**config.mk**
```make
export PLATFORM = sky130hd
export DESIGN_NAME = pi_level_ctl
export DESIGN_NICKNAME = d
export VERILOG_FILES = /design/src/rtl/pi_level_ctl_pkg.sv /design/src/rtl/pi_prio_enc.sv /design/src/rtl/pi_level_ctl.sv
export SDC_FILE = /design/constraint.sdc
export NUM_CORES = 1
export LEC_CHECK = 0
export CAP_MARGIN = 10
export CORE_ASPECT_RATIO = 0.75
export CORE_UTILIZATION = 46
export DETAILED_ROUTE_END_ITERATION = 12
export PLACE_DENSITY = 0.93
export SYNTH_ARGS = -nofsm -noshare
export SYNTH_HDL_FRONTEND = slang
export SYNTH_SLANG_ARGS = --single-unit
```
**constraint.sdc**
```tcl
create_clock -name clk -period 3.87 [get_ports clk]
set_input_delay 0.774 -clock clk [delete_from_list [all_inputs] [get_ports clk]]
set_output_delay 0.774 -clock clk [all_outputs]
set_load 0.01 [all_outputs]
```
**src/rtl/pi_level_ctl_pkg.sv**
```systemverilog
// ============================================================================
// Module : pi_level_ctl_pkg
// Brief  : Shared types and CONO/CONI PI bit positions for the PI level controller.
// Rev    : 1.0
// ============================================================================
`default_nettype none

package pi_level_ctl_pkg;

  typedef enum logic [2:0] {
    ST_IDLE     = 3'd0,
    ST_REQ      = 3'd1,
    ST_FUNC     = 3'd2,
    ST_WAIT_DEV = 3'd3,
    ST_REL      = 3'd4
  } pi_state_e;

  localparam int c_NUM_LEVELS = 7;

  // CONO PI operand bit positions (PDP-10 numbering, bit 18 is the MSB of the half-word)
  localparam int c_CONO_DROP_REQ = 22;
  localparam int c_CONO_CLEAR    = 23;
  localparam int c_CONO_SET_REQ  = 24;
  localparam int c_CONO_LVL_ON   = 25;
  localparam int c_CONO_LVL_OFF  = 26;
  localparam int c_CONO_PI_OFF   = 27;
  localparam int c_CONO_PI_ON    = 28;
  localparam int c_LVL_FIRST     = 29;

  // CONI PI status bit positions
  localparam int c_STAT_TIMEOUT  = 21;
  localparam int c_STAT_PI_ON    = 28;

endpackage

`default_nettype wire

```
**src/rtl/pi_prio_enc.sv**
```systemverilog
// ============================================================================
// Module : pi_prio_enc
// Brief  : Returns the lowest-numbered set level of a [1:7] mask (0 if none).
// Rev    : 1.0
// ============================================================================
`default_nettype none

module pi_prio_enc
  import pi_level_ctl_pkg::*;
(
  input  logic [1:c_NUM_LEVELS] i_mask,
  output logic [2:0]            o_idx,
  output logic                  o_any
);

  always_comb begin
    o_idx = '0;
    for (int n = c_NUM_LEVELS; n >= 1; n--) begin
      if (i_mask[n]) o_idx = 3'(n);
    end
  end

  assign o_any = |i_mask;

endmodule

`default_nettype wire

```
**src/rtl/pi_level_ctl.sv**
```systemverilog
// ============================================================================
// Module : pi_level_ctl
// Brief  : PI level controller: level state, READY to CON, EBUS PI handshake.
//          Optional device-ack timeout enabled by `KL_PI_TIMEOUT_EN.
// Rev    : 1.0
// ============================================================================
`default_nettype none

module pi_level_ctl
  import pi_level_ctl_pkg::*;
#(
  parameter int FUNC_CYCLES    = 2,
  parameter int TIMEOUT_CYCLES = 64
)(
  input  logic                  clk,
  input  logic                  RESET_N,
  input  logic                  CONO_PI,
  input  logic [18:35]          EBUS_DATA,
  input  logic [1:c_NUM_LEVELS] EBUS_PI,
  input  logic                  PI_DISABLE,
  input  logic                  PI_CYCLE,
  input  logic                  SET_PIH,
  input  logic                  PI_DISMISS,
  input  logic                  EBUS_REL,
  input  logic                  EBUS_GRANT_IN,
  input  logic                  EBUS_ACK,
  input  logic [35:0]           EBUS_VEC,
  output logic                  READY,
  output logic [2:0]            PI_LEVEL,
  output logic                  EBUS_REQ,
  output logic                  EBUS_PI_FUNC,
  output logic                  EBUS_CP_GRANT,
  output logic                  EXT_TRAN_REC,
  output logic [35:0]           PI_VEC,
  output logic [18:35]          PI_STATUS
);

`ifdef KL_PI_TIMEOUT_EN
  localparam int c_CNT_MAX = (FUNC_CYCLES > TIMEOUT_CYCLES) ? FUNC_CYCLES : TIMEOUT_CYCLES;
`else
  localparam int c_CNT_MAX = FUNC_CYCLES;
  localparam int c_unused_timeout = TIMEOUT_CYCLES;
`endif
  localparam int c_CW = $clog2(c_CNT_MAX + 1);
  localparam logic [c_CW-1:0] c_FUNC_LAST = c_CW'(FUNC_CYCLES - 1);
  localparam logic [c_CW-1:0] c_CNT_SAT   = c_CW'(c_CNT_MAX);

  pi_state_e                 r_state, w_next;
  logic [1:c_NUM_LEVELS]     r_on, r_req, r_hold;
  logic [1:c_NUM_LEVELS]     w_on_nxt, w_req_nxt, w_hold_nxt;
  logic [1:c_NUM_LEVELS]     w_pending, w_elig, w_lvl;
  logic                      r_pi_on, w_pi_on_nxt, r_ready, r_etr;
  logic [2:0]                r_level, w_best, w_hold_low;
  logic                      w_any, w_hold_any, w_blocked, w_clear, w_ack_take, w_counting;
  logic [35:0]               r_vec;
  logic [c_CW-1:0]           r_cnt;
  logic                      w_unused;

  assign w_unused = ^EBUS_DATA[18:21];
  assign w_lvl    = EBUS_DATA[c_LVL_FIRST +: c_NUM_LEVELS];
  assign w_clear  = CONO_PI & EBUS_DATA[c_CONO_CLEAR];

  // A hold at any level <= n blocks level n.
  always_comb begin
    w_pending = (r_req | EBUS_PI) & r_on & {c_NUM_LEVELS{r_pi_on}};
    w_blocked = 1'b0;
    w_elig    = '0;
    for (int n = 1; n <= c_NUM_LEVELS; n++) begin
      w_blocked = w_blocked | r_hold[n];
      w_elig[n] = w_pending[n] & ~w_blocked;
    end
  end

  pi_prio_enc u_best_enc (.i_mask(w_elig), .o_idx(w_best),     .o_any(w_any));
  pi_prio_enc u_hold_enc (.i_mask(r_hold), .o_idx(w_hold_low), .o_any(w_hold_any));

`ifdef KL_PI_TIMEOUT_EN
  localparam logic [c_CW-1:0] c_TO_LAST = c_CW'(TIMEOUT_CYCLES - 1);
  logic w_to_hit, r_timeout;
`endif

  always_comb begin
    w_next        = r_state;
    w_ack_take    = 1'b0;
`ifdef KL_PI_TIMEOUT_EN
    w_to_hit      = 1'b0;
`endif
    EBUS_REQ      = (r_state == ST_REQ);
    EBUS_PI_FUNC  = (r_state == ST_FUNC);
    EBUS_CP_GRANT = (r_state == ST_FUNC) || (r_state == ST_WAIT_DEV) || (r_state == ST_REL);
    case (r_state)
      ST_IDLE:     if (PI_CYCLE && r_ready) w_next = ST_REQ;
      ST_REQ:      if (EBUS_GRANT_IN) w_next = ST_FUNC;
      ST_FUNC:     if (r_cnt == c_FUNC_LAST) w_next = ST_WAIT_DEV;
      ST_WAIT_DEV: begin
        if (EBUS_ACK) begin
          w_next     = ST_REL;
          w_ack_take = 1'b1;
        end
`ifdef KL_PI_TIMEOUT_EN
        else if (r_cnt == c_TO_LAST) begin
          w_next   = ST_REL;
          w_to_hit = 1'b1;
        end
`endif
      end
      ST_REL:      if (EBUS_REL) w_next = ST_IDLE;
      default:     w_next = ST_IDLE;
    endcase
    // CON releasing the bus abandons the transaction with no vector delivered.
    if (r_state != ST_IDLE && EBUS_REL) begin
      w_next     = ST_IDLE;
      w_ack_take = 1'b0;
`ifdef KL_PI_TIMEOUT_EN
      w_to_hit   = 1'b0;
`endif
    end
  end

  always_comb begin
    w_on_nxt    = r_on;
    w_req_nxt   = r_req;
    w_hold_nxt  = r_hold;
    w_pi_on_nxt = r_pi_on;
    if (CONO_PI) begin
      if (EBUS_DATA[c_CONO_DROP_REQ]) w_req_nxt = w_req_nxt & ~w_lvl;
      if (EBUS_DATA[c_CONO_SET_REQ])  w_req_nxt = w_req_nxt | w_lvl;
      if (EBUS_DATA[c_CONO_LVL_ON])   w_on_nxt  = w_on_nxt | w_lvl;
      if (EBUS_DATA[c_CONO_LVL_OFF])  w_on_nxt  = w_on_nxt & ~w_lvl;
      if (EBUS_DATA[c_CONO_PI_OFF])   w_pi_on_nxt = 1'b0;
      if (EBUS_DATA[c_CONO_PI_ON])    w_pi_on_nxt = 1'b1;
    end
    if (PI_DISMISS && w_hold_any) w_hold_nxt[w_hold_low] = 1'b0;
    if (SET_PIH && r_level != 3'd0) begin
      w_hold_nxt[r_level] = 1'b1;
      w_req_nxt[r_level]  = 1'b0;
    end
    if (w_clear) begin
      w_on_nxt    = '0;
      w_req_nxt   = '0;
      w_hold_nxt  = '0;
      w_pi_on_nxt = 1'b0;
    end
  end

`ifdef KL_PI_TIMEOUT_EN
  assign w_counting = (r_state == ST_FUNC) || (r_state == ST_WAIT_DEV);
`else
  assign w_counting = (r_state == ST_FUNC);
`endif

  always_ff @(posedge clk) begin
    if (!RESET_N) begin
      r_state <= ST_IDLE;
      r_on    <= '0;
      r_req   <= '0;
      r_hold  <= '0;
      r_pi_on <= 1'b0;
      r_ready <= 1'b0;
      r_level <= '0;
      r_etr   <= 1'b0;
      r_vec   <= '0;
      r_cnt   <= '0;
    end else begin
      r_state <= w_next;
      r_on    <= w_on_nxt;
      r_req   <= w_req_nxt;
      r_hold  <= w_hold_nxt;
      r_pi_on <= w_pi_on_nxt;
      r_ready <= w_any & ~PI_DISABLE & (r_state == ST_IDLE);
      if (r_state == ST_IDLE && w_next == ST_IDLE) r_level <= w_best;
      r_etr   <= w_ack_take;
      if (w_ack_take) r_vec <= EBUS_VEC;
      if (w_next != r_state)                r_cnt <= '0;
      else if (w_counting && r_cnt != c_CNT_SAT) r_cnt <= r_cnt + 1'b1;
    end
  end

`ifdef KL_PI_TIMEOUT_EN
  always_ff @(posedge clk) begin
    if (!RESET_N) r_timeout <= 1'b0;
    else          r_timeout <= (r_timeout | w_to_hit) & ~w_clear;
  end
`endif

  always_comb begin
    PI_STATUS = '0;
`ifdef KL_PI_TIMEOUT_EN
    PI_STATUS[c_STAT_TIMEOUT] = r_timeout;
`endif
    PI_STATUS[c_STAT_PI_ON] = r_pi_on;
    PI_STATUS[c_LVL_FIRST +: c_NUM_LEVELS] = r_on;
  end

  assign READY        = r_ready;
  assign PI_LEVEL     = r_level;
  assign EXT_TRAN_REC = r_etr;
  assign PI_VEC       = r_vec;

endmodule

`default_nettype wire
```
==> metrics.md, run 1 <==
| Metric | Value |
|---|---|
| Yosys top cell area share | 0.443 |
| Xor and xnor area share after synthesis | 0.00285 |
| Async SR Flop Fraction | 0 |
| Largest family of logic cells by synthesized area | compound AO/OA/AOI/OAI gates |
| Number of synthesized flops with an enable pin | 0 |
| Arr. time, crit path | 2.90 ns |
| Post-cts sizing count | 0 |
| Post-Syn Instances | 366 |
| I/O pin count | 133 |
| H-tree levels | 3 |
| Worst Hold Class | register to register |
| Die Ht | 72.8 um |
| Area of the core | 0.00638 sq mm |
| LEAKAGE | 1.58 nW |
| Final slew viol count | 0 |
| Final min period | 2.68 ns |
| Finish-stage setup viols | 0 |
| Final hold vios | 0 |
| Detailed Routing Iterations Pass 1 | 4 |
| Synth Area in Compound Gates | 0.247 |
| # clock sinks | 68 |
| Crit path max fanout | 26 |
| DP Cell Count | 546 |
| M1 wire length | 3590 um |
| Multiplexer share of the synthesized area | 0.00326 |
| Startpoint Class | input pin |
| Clock Pin Slew Worst Setup and Hold Paths | 0.07 ns |
| Largest net degree at the start of global routing | 38 |
| Worst-margin pin slew | 0.836 ns |
| Root Driver | clkbuf_8 |
| Area grow syn2layout | 43.3% |
| Initial DRC Count | 182 |
| Part of the cycle the worst path needs | 0.693 |
| Fin area | 0.00441 sq mm |
| Via count | 2981 |
| FP Rows | 25 |
| DR WL met3 | 567 um |
| Setup Crit Path Kind | input pin to register |
| Post-route ant nets | 0 |
| TritonCTS Buffers | 9 |
| Slew headroom | 0.441 |
| Setup bufs post-CTS | 0 |
| First-pass GRT wire length | 12800 um |
| Status | finished clean |
| Vias/cell | 5.32 |
| Most common cell in the synthesized netlist | nand2_1 |
| Total track usage | 0.240 |
| Max Freq | 0.373 GHz |
| RR Startpoint | r_state[0]$_SDFF_PN0_ |
| Overflow after GRT | 0 |
| Initial core utilization | 0.482 |
| WL per Instance | 15.0 um |
| Ratio of cells with drive above 1 in the final layout | 0.0438 |
| PortBufs | 118 |
| Post-synthesis adder-cell area fraction | 0.00814 |
| Vias in the first global route | 2812 |
| Placed cell area | 0.00422 sq mm |
| Die span in x | 96.4 um |
| Synth top area cells | dfxtp_1, nand2_1, a21boi_1, buf_4, a211oi_1 |
| Syn Std Cell Area | 0.00307 sq mm |
| DR top layer | met4 |
| CTS max path bufs | 2 |
| Mean Syn Cell Area | 8.40 sq um |
| Maximum VDD drop | 215 uV |
| Hold Startpoint | PI_VEC[31]$_SDFFE_PN0P_ |
| Pwr Density | 324 mW/mm^2 |
| Synth cell count leaders | nand2_1, dfxtp_1, a21boi_1 |
| Initial antenna violation count | 0 |
| Gpl congestion | 0.922 |
| Post-synthesis register bit count | 68 |
| Yosys warning total | 0 |
| Critical Path RT | 4.09 ns |
| Final Util | 0.691 |
| Worst setup startpoint | RESET_N |
| Place WS | 0.873 ns |
| Unrepaired setup endpoints after global routing | false |
| TNS Setup | 0 ns |
| Final Non-Filler Cells | 560 |
| Final wirelength | 8390 um |
| Setup crit end kind | register |
| Max-Cap Viols | 0 |
| Post-synthesis simple-gate area fraction | 0.221 |
| Total Die Area | 0.00702 sq mm |
| Final nets | 549 |
| CTS Hold Buffers Added | 0 |
| Met2 routed WL | 4000 um |
| CTS tree | built |
| DRC viols | 0 |
| Synth area leader | dfxtp_1 |
| DP HPWL | 6150 um |
| Antenna fix cells | 0 |
| Setup ws final | 1.19 ns |
| Post-synth cell types | 49 |
| Worst Skew | 0.0100 ns |
| Post-synthesis sequential area ratio | 0.443 |
| Prevailing post-synth register cell | dfxtp_1 |
| Fill count | 513 |
| Clk Latency, worst-skew pair | 0.35 ns |
[critical path, cell delays in order]
cell	delay (ns)
clkdlybuf4s50_1	1.01
nand2_1	0.68
a211oi_1	0.44
[final cells by class]
class | instances | area, sq um | area share
inverter | 8 | 30.0 | 0.00681
multi-input combinational | 268 | 1520 | 0.345
clock buffer | 12 | 155 | 0.0352
clock inverter | 2 | 35.0 | 0.00795
tap | 81 | 101 | 0.0230
sequential | 68 | 1360 | 0.309
timing repair buffer | 121 | 1200 | 0.273
[power by group]
group	internal (mW)	switching (mW)
Clock	0.325	0.255
Sequential	0.706	0.00646
Combinational	0.0826	0.0513
Total	1.11	0.313
[registers in the layout, indices dropped and copies added (netlist names)]
register	count
PI_LEVEL	3
EXT_TRAN_REC	1
PI_VEC	36
r_hold	7
r_pi_on	1
r_state	3
r_cnt	2
READY	1
r_on	7
r_req	7
[metrics by stage]
step / power [mW] / hold slack, ns
2_1_floorplan: 0.779 / 0.464
3_3_place_gp: 0.858 / 0.440
3_5_place_dp: 0.861 / 0.444
4_1_cts: 1.43 / 0.453
5_1_grt: 1.46 / 0.473
6_report: 1.43 / 0.452
[layer usage]
metal / vias to the layer above / global-route usage
li1: 1459 / -
met1: 1368 / 0.298
met2: 132 / 0.400
met3: 22 / 0.0479
met4: 0 / 0.118
met5: - / 0
[cell usage in the layout, fill, tap and decap left out, types with 3 or more instances in the layout]
cell             netlist  routed
a21o_1                 3       3
o21ai_0                8       8
and2_1                 8       8
a21boi_1              30      30
buf_4                 15       3
clkdlybuf4s50_1        0     118
a22oi_1                9       9
conb_1                 1      10
inv_1                  8       8
nor2b_1                5       5
clkbuf_8               0      11
o211a_1                5       5
a211oi_1              10      10
dfxtp_1               68      68
nand2_1               96      96
a21boi_0               6       6
nor3_1                 8       8
nor2_1                15      15
a21oi_1               15      15
nor3b_1                3       3
[logic make-up after synthesis]
| family | count (synthesis) |
|---|---|
| buffers and inverters | 39 |
| flip-flops | 68 |
| multiplexers | 1 |
| AO/OA/AOI/OAI | 105 |
| other | 1 |
| adder cells (fa/ha/maj) | 2 |
| XOR/XNOR | 1 |
| AND/OR/NAND/NOR | 149 |
[worst paths after layout]
check,end,slack [ns],cells after the start
worst max register to register,PI_VEC[30]$_SDFFE_PN0P_,2.10,5
worst min-delay path,PI_VEC[31]$_SDFFE_PN0P_,0.45,2
worst min register to register,PI_VEC[31]$_SDFFE_PN0P_,0.45,2
worst max-delay path,r_on[7]$_SDFFE_PP0P_,1.19,3
Power figures use the tool's default switching activity.
==> run 2: changes to the inputs <==
CORE_UTILIZATION = 38   (was 46)
PLACE_DENSITY = 0.83   (was 0.93)
clock period = 2.31 ns   (was 3.87 ns; I/O delays follow)
==> metrics.md, run 2 (same netlist as run 1, synthesis figures left out) <==
| Metric | Value |
|---|---|
| Final wirelength | 8080 um (was 8390 um) |
| Overflow after GRT | 0 (unchanged) |
| First-pass GRT wire length | 13300 um (was 12800 um) |
| Final slew viol count | 0 (unchanged) |
| Part of the cycle the worst path needs | 0.886 |
| I/O pin count | 133 (unchanged) |
| Worst Hold Class | register to register (unchanged) |
| WL per Instance | 13.7 um (was 15.0 um) |
| Placed cell area | 0.00427 sq mm (was 0.00422 sq mm) |
| Vias/cell | 5.08 (was 5.32) |
| R2R Setup Slk | 0.59 ns (was 2.10 ns) |
| Critical Path RT | 1.85 ns (was 4.09 ns) |
| Fin area | 0.00447 sq mm (was 0.00441 sq mm) |
| Die Ht | 79.9 um (was 72.8 um) |
| FP Rows | 28 (was 25) |
| Gpl congestion | 0.909 (was 0.922) |
| Final hold vios | 0 (unchanged) |
| Max-Cap Viols | 0 (unchanged) |
| Root Driver | clkbuf_8 (unchanged) |
| Clock Pin Slew Worst Setup and Hold Paths | 0.07 ns (about the same) |
| Initial core utilization | 0.392 (was 0.482) |
| Max reg flops | 36 (unchanged) |
| Via count | 2987 (was 2981) |
| Largest net degree at the start of global routing | 38 (unchanged) |
| LEAKAGE | 1.59 nW (was 1.58 nW) |
| Slowest CP cell | dfxtp_1 (was clkdlybuf4s50_1) |
| Status | finished clean (unchanged) |
| Most frequent cells in the layout | clkdlybuf4s50_1, nand2_1, dfxtp_1 (unchanged) |
| Crit path cell chain | nand2b_4 > nand2_1 > clkdlybuf4s50_1 (was clkdlybuf4s50_1 > nand2_1 > a211oi_1) |
| Pwr Density | 533 mW/mm^2 (was 324 mW/mm^2) |
| TNS Setup | 0 ns (unchanged) |
| Setup crit end kind | output port (was register) |
| Initial DRC Count | 170 (was 182) |
| Final nets | 551 (was 549) |
| Finish-stage setup viols | 0 (unchanged) |
| Antenna fix cells | 0 (unchanged) |
| Clk Latency, worst-skew pair | 0.34 ns (was 0.35 ns) |
| Worst Skew | 0.00461 ns (was 0.0100 ns) |
| CTS max path bufs | 2 (unchanged) |
| Detailed Routing Iterations Pass 1 | 5 (was 4) |
| Area grow syn2layout | 45.3% (was 43.3%) |
| Post-route ant nets | 0 (unchanged) |
| Maximum VDD drop | 332 uV (was 215 uV) |
| Ratio of cells with drive above 1 in the final layout | 0.0580 (was 0.0438) |
| Startpoint Class | register (was input pin) |
| PortBufs | 118 (unchanged) |
| Unrepaired setup endpoints after global routing | false (unchanged) |
| Die span in x | 106 um (was 96.4 um) |
| Crit path max fanout | 8 (was 26) |
| Most common cell after layout, fill and taps aside | clkdlybuf4s50_1 (unchanged) |
| Fill count | 731 (was 513) |
| Area of the core | 0.00785 sq mm (was 0.00638 sq mm) |
| H-tree levels | 3 (unchanged) |
| Final min period | 2.05 ns |
| Hold Slack | 0.454 ns (was 0.452 ns) |
| Vias in the first global route | 2766 (was 2812) |
| DRC viols | 0 (unchanged) |
| Seq. cell area | 0.00136 sq mm (about the same) |
| TritonCTS Buffers | 9 (unchanged) |
| Max Freq | 0.488 GHz |
| Total Die Area | 0.00846 sq mm (was 0.00702 sq mm) |
| CTS tree | built (unchanged) |
| Max stage delay on crit path | 0.48 ns (was 1.01 ns) |
| DP HPWL | 5930 um (was 6150 um) |
| Total track usage | 0.199 (was 0.240) |
| Setup bufs post-CTS | 0 (unchanged) |
| Initial antenna violation count | 0 (unchanged) |
| Area of the multi-input gates | 0.00152 sq mm (unchanged) |
| Setup Crit Path Kind | register to output port (was input pin to register) |
| Arr. time, crit path | 1.59 ns (was 2.90 ns) |
| # clock sinks | 68 (unchanged) |
[run 2: cell types whose count changed in the layout (fill, tap and decap cells not counted)]
cell,before,now
clkinv_2,1,3
buf_12,0,1
dfxtp_1,68,66
dfxtp_2,0,2
clkbuf_1,1,0
buf_4,3,4
clkinvlp_4,0,3
clkbuf_8,11,9
[run 2: where the power goes]
part,total [mW],internal [mW],switching [mW]
Sequential,1.19,1.18,0.0111
Combinational,0.224,0.140,0.0845
Clock,0.965,0.492,0.473
[run 2: final timing paths]
check | from | to | cells past startpoint
setup / recovery | r_state[2]$_SDFF_PN0_ | EBUS_CP_GRANT | 3
hold / removal | PI_VEC[26]$_SDFFE_PN0P_ | PI_VEC[26]$_SDFFE_PN0P_ | 2
setup reg to reg | r_pi_on$_SDFFE_PP0P_ | PI_LEVEL[0]$_SDFFE_PN0P_ | 5
hold reg to reg | PI_VEC[26]$_SDFFE_PN0P_ | PI_VEC[26]$_SDFFE_PN0P_ | 2
[run 2: per-layer routing]
metal  vias to the layer above  track usage  share of wire
met1                      1383        0.251           0.47
li1                       1464            -              -
met4                         0       0.0653         0.0072
met3                         8       0.0637          0.082
met2                       132        0.324           0.44
met5                         -            0              0
[run 2: final cells by class]
class                      instances  area share
timing repair buffer             123       0.276
clock buffer                       9      0.0277
multi-input combinational        268       0.340
sequential                        68       0.305
tap                              105      0.0294
clock inverter                     7      0.0151
inverter                           8     0.00672
[run 2: timing repair]
item	in CTS	in global routing
hold buffers	0	0
setup endpoints to repair	0	2
resized for setup	0	2
[run 2: critical path, delay by kind of cell, from the launching register on]
family                 cells  cell delay, ns
buffers and inverters      1            0.48
flip-flops                 1            0.48
AND/OR/NAND/NOR            2            0.29
[run 2: metrics by stage]
step	cells	total power, mW	util	setup slack, ns
after floorplan	375	1.31	-	0.848
after global placement	572	1.44	0.545	0.278
after detailed placement	572	1.44	0.545	0.262
after CTS	588	2.41	0.569	0.103
after global routing	588	2.48	0.569	0.103
final	588	2.38	0.569	0.262
